--- config.mk ---
export PLATFORM = sky130hd
export DESIGN_NAME = truth_table_sweeper_flat
export DESIGN_NICKNAME = d
export VERILOG_FILES = /design/src/rtl/tt_sweep_pkg.sv /design/src/rtl/truth_table_sweeper_if.sv /design/src/rtl/tt_store.sv /design/src/rtl/truth_table_sweeper.sv /design/src/flat_wrapper.sv
export SDC_FILE = /design/constraint.sdc
export NUM_CORES = 1
export LEC_CHECK = 0
export ABC_CLOCK_PERIOD_IN_PS = 2000
export BUFFER_PORTS_ARGS = -buffer_cell sky130_fd_sc_hd__buf_4
export CORE_ASPECT_RATIO = 1.2
export CORE_MARGIN = 1
export CORE_UTILIZATION = 30
export CTS_CLUSTER_SIZE = 25
export DETAILED_ROUTE_END_ITERATION = 8
export GPL_ROUTABILITY_DRIVEN = 0
export GPL_TIMING_DRIVEN = 0
export SLEW_MARGIN = 20
export SYNTH_ARGS = -nofsm -noshare
export SYNTH_HDL_FRONTEND = slang
export SYNTH_SLANG_ARGS = --single-unit
--- constraint.sdc ---
create_clock -name clk -period 2 [get_ports clk]
set_input_delay 0.3 -clock clk [delete_from_list [all_inputs] [get_ports clk]]
set_output_delay 0.3 -clock clk [all_outputs]
set_load 0.02 [all_outputs]
--- src/rtl/tt_sweep_pkg.sv ---
// tt_sweep_pkg
// Shared definitions for the truth-table sweeper: sweep FSM states and the
// dimensions of the stimulus vector and of the captured truth tables.
package tt_sweep_pkg;

  localparam int N_VEC  = 16;  // number of input combinations swept
  localparam int N_FUNC = 8;   // number of function outputs captured
  localparam int VEC_W  = 4;   // width of the {A,B,C,D} stimulus vector

  typedef enum logic [1:0] {
    IDLE,
    DRIVE,
    SAMPLE,
    DONE
  } sweepState_t;

endpackage

--- src/rtl/truth_table_sweeper_if.sv ---
// truth_table_sweeper_if
// Groups the sweeper's control, stimulus, capture and readback signals.
//   start    : request a sweep
//   abcd     : stimulus to the combinational functions (abcd[3]=A .. abcd[0]=D)
//   y_in     : function outputs (y_in[0]=Y1 .. y_in[7]=Y8)
//   busy     : sweep in progress
//   done     : one-cycle completion pulse
//   tt_valid : tables hold a complete sweep
//   tt_sel   : readback selector for one function's table
//   tt_word  : truth table of the selected function
// Modport master is the sweeper itself; slave is the surrounding logic.
interface truth_table_sweeper_if;
  import tt_sweep_pkg::*;

  logic                start;
  logic [VEC_W-1:0]    abcd;
  logic [N_FUNC-1:0]   y_in;
  logic                busy;
  logic                done;
  logic                tt_valid;
  logic [2:0]          tt_sel;
  logic [N_VEC-1:0]    tt_word;

  modport master (
    input  start, y_in, tt_sel,
    output abcd, busy, done, tt_valid, tt_word
  );

  modport slave (
    output start, y_in, tt_sel,
    input  abcd, busy, done, tt_valid, tt_word
  );

endinterface

--- src/rtl/tt_store.sv ---
// tt_store
// 8 x 16 flop array holding one truth-table word per function output.
//   clk, rst_n : clock and asynchronous active-low clear of every bit
//   wr_en      : capture strobe
//   wr_idx     : vector index whose column is written
//   wr_bits    : one bit per function, written to column wr_idx
//   tt_sel     : selects the function whose word is read
//   tt_word    : combinational read of the selected word
module tt_store
  import tt_sweep_pkg::*;
(
  input  logic               clk,
  input  logic               rst_n,
  input  logic               wr_en,
  input  logic [VEC_W-1:0]   wr_idx,
  input  logic [N_FUNC-1:0]  wr_bits,
  input  logic [2:0]         tt_sel,
  output logic [N_VEC-1:0]   tt_word
);

  logic [N_FUNC-1:0][N_VEC-1:0] ttMem;

  // A capture writes the same column of all eight words at once, so each
  // function's bit for the current vector lands in its own word.
  always_ff @(posedge clk or negedge rst_n) begin
    if (!rst_n) begin
      ttMem <= '0;
    end else if (wr_en) begin
      for (int j = 0; j < N_FUNC; j++) begin
        ttMem[j][wr_idx] <= wr_bits[j];
      end
    end
  end

  assign tt_word = ttMem[tt_sel];

endmodule

--- src/rtl/truth_table_sweeper.sv ---
// truth_table_sweeper
// Drives {A,B,C,D} through all 16 combinations, holds each for SETTLE+1
// cycles and captures Y1..Y8 on the final edge, building one 16-bit truth
// table per function output.
//   clk, rst_n : clock and asynchronous active-low reset
//   bus        : master modport of truth_table_sweeper_if (start, abcd,
//                y_in, busy, done, tt_valid, tt_sel, tt_word)
// Parameter SETTLE (1..15): cycles each vector is held before sampling.
module truth_table_sweeper
  import tt_sweep_pkg::*;
#(
  parameter int SETTLE = 1
) (
  input  logic                   clk,
  input  logic                   rst_n,
  truth_table_sweeper_if.master  bus
);

  localparam logic [VEC_W-1:0] SETTLE_LAST = VEC_W'(SETTLE - 1);
  localparam logic [VEC_W-1:0] VEC_LAST    = VEC_W'(N_VEC - 1);

  sweepState_t       state, stateNext;
  logic [VEC_W-1:0]  vec, vecNext;
  logic [VEC_W-1:0]  settleCnt, settleCntNext;
  logic              ttValid, ttValidNext;
  logic              wrEn;

  // State register plus the vector, settle counter and validity flag that
  // travel with it.
  always_ff @(posedge clk or negedge rst_n) begin
    if (!rst_n) begin
      state     <= IDLE;
      vec       <= '0;
      settleCnt <= '0;
      ttValid   <= 1'b0;
    end else begin
      state     <= stateNext;
      vec       <= vecNext;
      settleCnt <= settleCntNext;
      ttValid   <= ttValidNext;
    end
  end

  // Next-state logic. DRIVE lasts SETTLE cycles and SAMPLE one more, so a
  // vector is held SETTLE+1 cycles and captured on the edge leaving SAMPLE.
  // tt_valid drops when a sweep starts and rises on the edge entering DONE.
  always_comb begin
    stateNext     = state;
    vecNext       = vec;
    settleCntNext = settleCnt;
    ttValidNext   = ttValid;
    wrEn          = 1'b0;
    case (state)
      IDLE: begin
        if (bus.start) begin
          stateNext     = DRIVE;
          vecNext       = '0;
          settleCntNext = '0;
          ttValidNext   = 1'b0;
        end
      end
      DRIVE: begin
        settleCntNext = settleCnt + VEC_W'(1);
        if (settleCnt == SETTLE_LAST) begin
          stateNext = SAMPLE;
        end
      end
      SAMPLE: begin
        wrEn = 1'b1;
        if (vec == VEC_LAST) begin
          stateNext   = DONE;
          ttValidNext = 1'b1;
        end else begin
          stateNext     = DRIVE;
          vecNext       = vec + VEC_W'(1);
          settleCntNext = '0;
        end
      end
      DONE: begin
        stateNext = IDLE;
      end
      default: begin
        stateNext = IDLE;
      end
    endcase
  end

  // Stimulus is only presented while sweeping; it rests at zero otherwise.
  always_comb begin
    bus.busy     = (state == DRIVE) || (state == SAMPLE);
    bus.done     = (state == DONE);
    bus.tt_valid = ttValid;
    bus.abcd     = bus.busy ? vec : '0;
  end

  tt_store uStore (
    .clk     (clk),
    .rst_n   (rst_n),
    .wr_en   (wrEn),
    .wr_idx  (vec),
    .wr_bits (bus.y_in),
    .tt_sel  (bus.tt_sel),
    .tt_word (bus.tt_word)
  );

endmodule

--- src/flat_wrapper.sv ---
// flat-port wrapper written by rule: the top's interface ports become plain ports
module truth_table_sweeper_flat import tt_sweep_pkg::*;
#(
  parameter int SETTLE = 1
)
  (clk, rst_n, bus_start, bus_y_in, bus_tt_sel, bus_abcd, bus_busy, bus_done, bus_tt_valid, bus_tt_word);
  truth_table_sweeper_if bus_i ();
  input  logic clk;
  input  logic rst_n;
  input wire logic [$bits(bus_i.start)-1:0] bus_start;
  input wire logic [$bits(bus_i.y_in)-1:0] bus_y_in;
  input wire logic [$bits(bus_i.tt_sel)-1:0] bus_tt_sel;
  output wire logic [$bits(bus_i.abcd)-1:0] bus_abcd;
  output wire logic [$bits(bus_i.busy)-1:0] bus_busy;
  output wire logic [$bits(bus_i.done)-1:0] bus_done;
  output wire logic [$bits(bus_i.tt_valid)-1:0] bus_tt_valid;
  output wire logic [$bits(bus_i.tt_word)-1:0] bus_tt_word;
  assign bus_i.start = bus_start;
  assign bus_i.y_in = bus_y_in;
  assign bus_i.tt_sel = bus_tt_sel;
  assign bus_abcd = bus_i.abcd;
  assign bus_busy = bus_i.busy;
  assign bus_done = bus_i.done;
  assign bus_tt_valid = bus_i.tt_valid;
  assign bus_tt_word = bus_i.tt_word;
  truth_table_sweeper #(.SETTLE(SETTLE)) u_core (.clk(clk), .rst_n(rst_n), .bus(bus_i));
endmodule
==> flow_metrics.py <==
metrics = {
    "run_status": {
        "status": "complete, but fails checks",
        "violations": "DRC, setup timing",
    },
    "critical_path": {
        "cp-end-kind": "output pin",
        "crit_arrival_ns": 1.72,
        "path_class": "reg -> out",
        "slowest_delay_ns": 0.49,
        "critPathMaxFanout": 2,
        "cp_data_required_time_ns": 1.70,
        "crit_chain": "mux4_2, mux2_4, buf_6",
        "cp_slowest_cell": "mux4_2",
        "start_kind": "flop",
    },
    "clock_tree": {
        "cts.root.buffer_cell": "clkbuf_16",
        "cts_buffer_depth": 2,
        "numCtsBuffers": 17,
        "numClockSinks": 139,
        "htreeDepth": 4,
        "path_clk_slew_ns": 0.06,
        "cts_tree": "yes",
        "clk_latency_ns": 0.42,
    },
    "sta": {
        "fin_crit_sh_pct": 101,
        "max_freq_ghz": 0.495,
        "tightest_slew_ns": 0.678,
        "rsz0062_at_grt": "yes",
        "slew_headroom_pct": 54.8,
        "whs_ns": 0.181,
        "hold_violations": 0,
        "clock_skew_ns": 0.00702,
        "setup_slack_ns": -0.0210,
        "finalMaxSlewViolations": 0,
        "layout_min_cycle_time_ns": 2.02,
        "fin_tns_setup_ns": -0.0908,
        "finalSetupViolCount": 7,
    },
    "place": {
        "hpwl_um": 10600,
        "post-place-ws_ns": -0.452,
        "dp_cells": 757,
        "portBuffers": 34,
        "placed_cell_area_um2": 7360,
    },
    "grt": {
        "grt_pass1_wl_um": 25200,
        "grt_util_met3_pct": 3.52,
        "met2_usage_pct": 26.3,
        "antenna_found_initial": 0,
        "grt_max_degree": 93,
        "overflow": 0,
        "grt_pass1_vias": 4455,
        "busiest_layer": "met2",
        "grtUsageMet1_pct": 16.7,
        "grt_usage_pct": 14.6,
    },
    "power": {
        "p_leak_nw": 3.49,
        "p_per_area_nw_per_um2": 1290,
        "ir_drop_uv": 615,
    },
    "floorplan": {
        "die_width_um": 139,
        "dieArea_um2": 23000,
        "ios": 37,
        "coreArea_um2": 21900,
        "die_h_um": 166,
        "start_util_pct": 30.8,
        "num_rows": 59,
    },
    "job": {
        "cap_viol_max_count": 0,
    },
    "synthesis": {
        "syn_inst": 448,
        "syn_area_per_cell_um2": 15.0,
        "synthArstFlopShare_pct": 100,
        "netlist-cell-type-count": 41,
        "yosysTopAreaCell": "dfrtp_1",
        "ys_seq_elements": 139,
        "synthTopCellsByCount": "dfrtp_1 (139), mux2_2 (134), nand2_1 (32)",
        "ys_top_cells_by_area": "dfrtp_1 (52%), mux2_2 (22%), mux4_1 (7.4%)",
        "ys.warnings.count": 0,
        "synth.most_common_cell": "dfrtp_1",
        "syn_area_um2": 6730,
        "synth_edf_count": 0,
        "syn-num-nets": 472,
        "yosysSeqAreaShare_pct": 51.7,
        "synth_top_cell_area_share_pct": 51.7,
        "synth_ff_type": "dfrtp_1",
    },
    "final_layout": {
        "fin_cells": 798,
        "diodes": 0,
        "final_nets": 536,
        "drive_above_1_share_pct": 53.4,
        "area_growth_pct": 21.1,
        "final_cell_area_um2": 8150,
        "n_fill_cell": 2093,
    },
    "routing": {
        "drt_iter0_markers": 149,
        "vias": 3992,
        "wl_per_cell_um": 19.4,
        "drc_errors": 1,
        "drt_first_pass_iters": 8,
        "wirelength_um": 15500,
        "viasPerCell": 5.00,
        "antenna_left": 0,
    },
    "min_path": {
        "hold_class": "in -> reg",
    },
}
## critical path, delay by kind of cell (launching register included)
family | cells | cell delay, ns
mux | 2 | 0.79
buf+inv | 1 | 0.13
flops | 1 | 0.38
## placed cells by master, fill, tap and decap left out, drive strengths merged
master       netlist  final
or3                1      1
clkbuf            12     31
mux4              32     32
o311ai             1      1
nand4              4      4
clkinv             0      5
nor2b              2      2
nor2               4      4
bufinv             0      4
ha                10     10
nor3               6      6
or3b               1      1
inv                7      8
dfrtp            139    139
o211ai             1      1
and2b              1      1
a21oi              4      4
dlygate4sd3        0      1
a2bb2oi            2      2
a41oi              1      1
buf               17     61
nand2b             2      2
mux2i              3      3
and4               1      1
nand3             13     13
nand3b             2      2
and2               4      4
clkinvlp           0      2
or4b               1      1
a211oi             1      1
o31ai              2      2
nand4b             1      1
mux2             136    136
nand2             32     32
o21ai              5      5
## what timing repair did
action,in CTS,in global routing
buffers inserted,4,5
endpoints found under the setup margin,32,81
pin swaps,1,1
resized for setup,56,10
hold buffers,1,0
hold endpoints to repair,47,0
## cells by family after synthesis
logic type	after synthesis	share of synthesized area (%)
buf+inv	36	2.99
fa+ha+maj	10	1.86
mux	171	35.0
simple gates	75	6.83
flops	139	51.7
compound gates	17	1.64
## through the flow
stage / total power [W] / utilization (%)
floorplan: 0.00605 / -
global placement: 0.00678 / 33.5
detailed placement: 0.00700 / 33.7
CTS: 0.0105 / 36.9
global route: 0.0111 / 37.3
finish: 0.0105 / 37.3
## per-layer routing
| metal | wire length, µm | share of wire (%) | up-vias |
|---|---|---|---|
| met4 | 266 | 1.7 | 0 |
| met3 | 434 | 2.8 | 19 |
| met1 | 6380 | 41 | 2134 |
| li1 | - | - | 1782 |
| met2 | 8390 | 54 | 57 |
| met5 | 0 | 0 | - |
## path summary, 6_finish.rpt
path | start | end | slack (ns) | cells after the start
hold reg to reg | u_core.uStore.ttMem[47]$_DFFE_PN0P_ | u_core.uStore.ttMem[47]$_DFFE_PN0P_ | 0.48 | 2
setup reg to reg | u_core.vec[0]$_DFFE_PN0P_ | u_core.state[1]$_DFFE_PN0P_ | 0.11 | 7
hold / removal | bus_y_in[1] | u_core.uStore.ttMem[21]$_DFFE_PN0P_ | 0.18 | 2
min in group asynchronous | rst_n | u_core.uStore.ttMem[66]$_DFFE_PN0P_ | 0.36 | 2
setup / recovery | u_core.uStore.ttMem[34]$_DFFE_PN0P_ | bus_tt_word[2] | -0.02 | 3
max in group asynchronous | rst_n | u_core.uStore.ttMem[107]$_DFFE_PN0P_ | 0.86 | 3
## layout make-up
type	count	area (µm²)	area share (%)
plain buffers	29	185	2.27
repair buffers	45	440	5.40
inverters	7	26.3	0.322
clock inverters	12	173	2.12
multi-input cells	273	3070	37.7
well taps	274	343	4.21
clock buffers	19	433	5.31
flip-flops and latches	139	3480	42.7
## flip-flops by register name (all words and copies together), names as in the netlist
name and flops:
u_core.settleCnt 4, u_core.bus.tt_valid 1, u_core.vec 4, u_core.uStore.ttMem 128, u_core.state 2
## where the power goes
part           total (W)  switching (W)  internal (W)
registers        0.00407       0.000453       0.00362
clock network    0.00324        0.00117       0.00207
logic            0.00319        0.00141       0.00177
total             0.0105        0.00304       0.00746
Note: power is estimated with default switching activity, not from simulation.
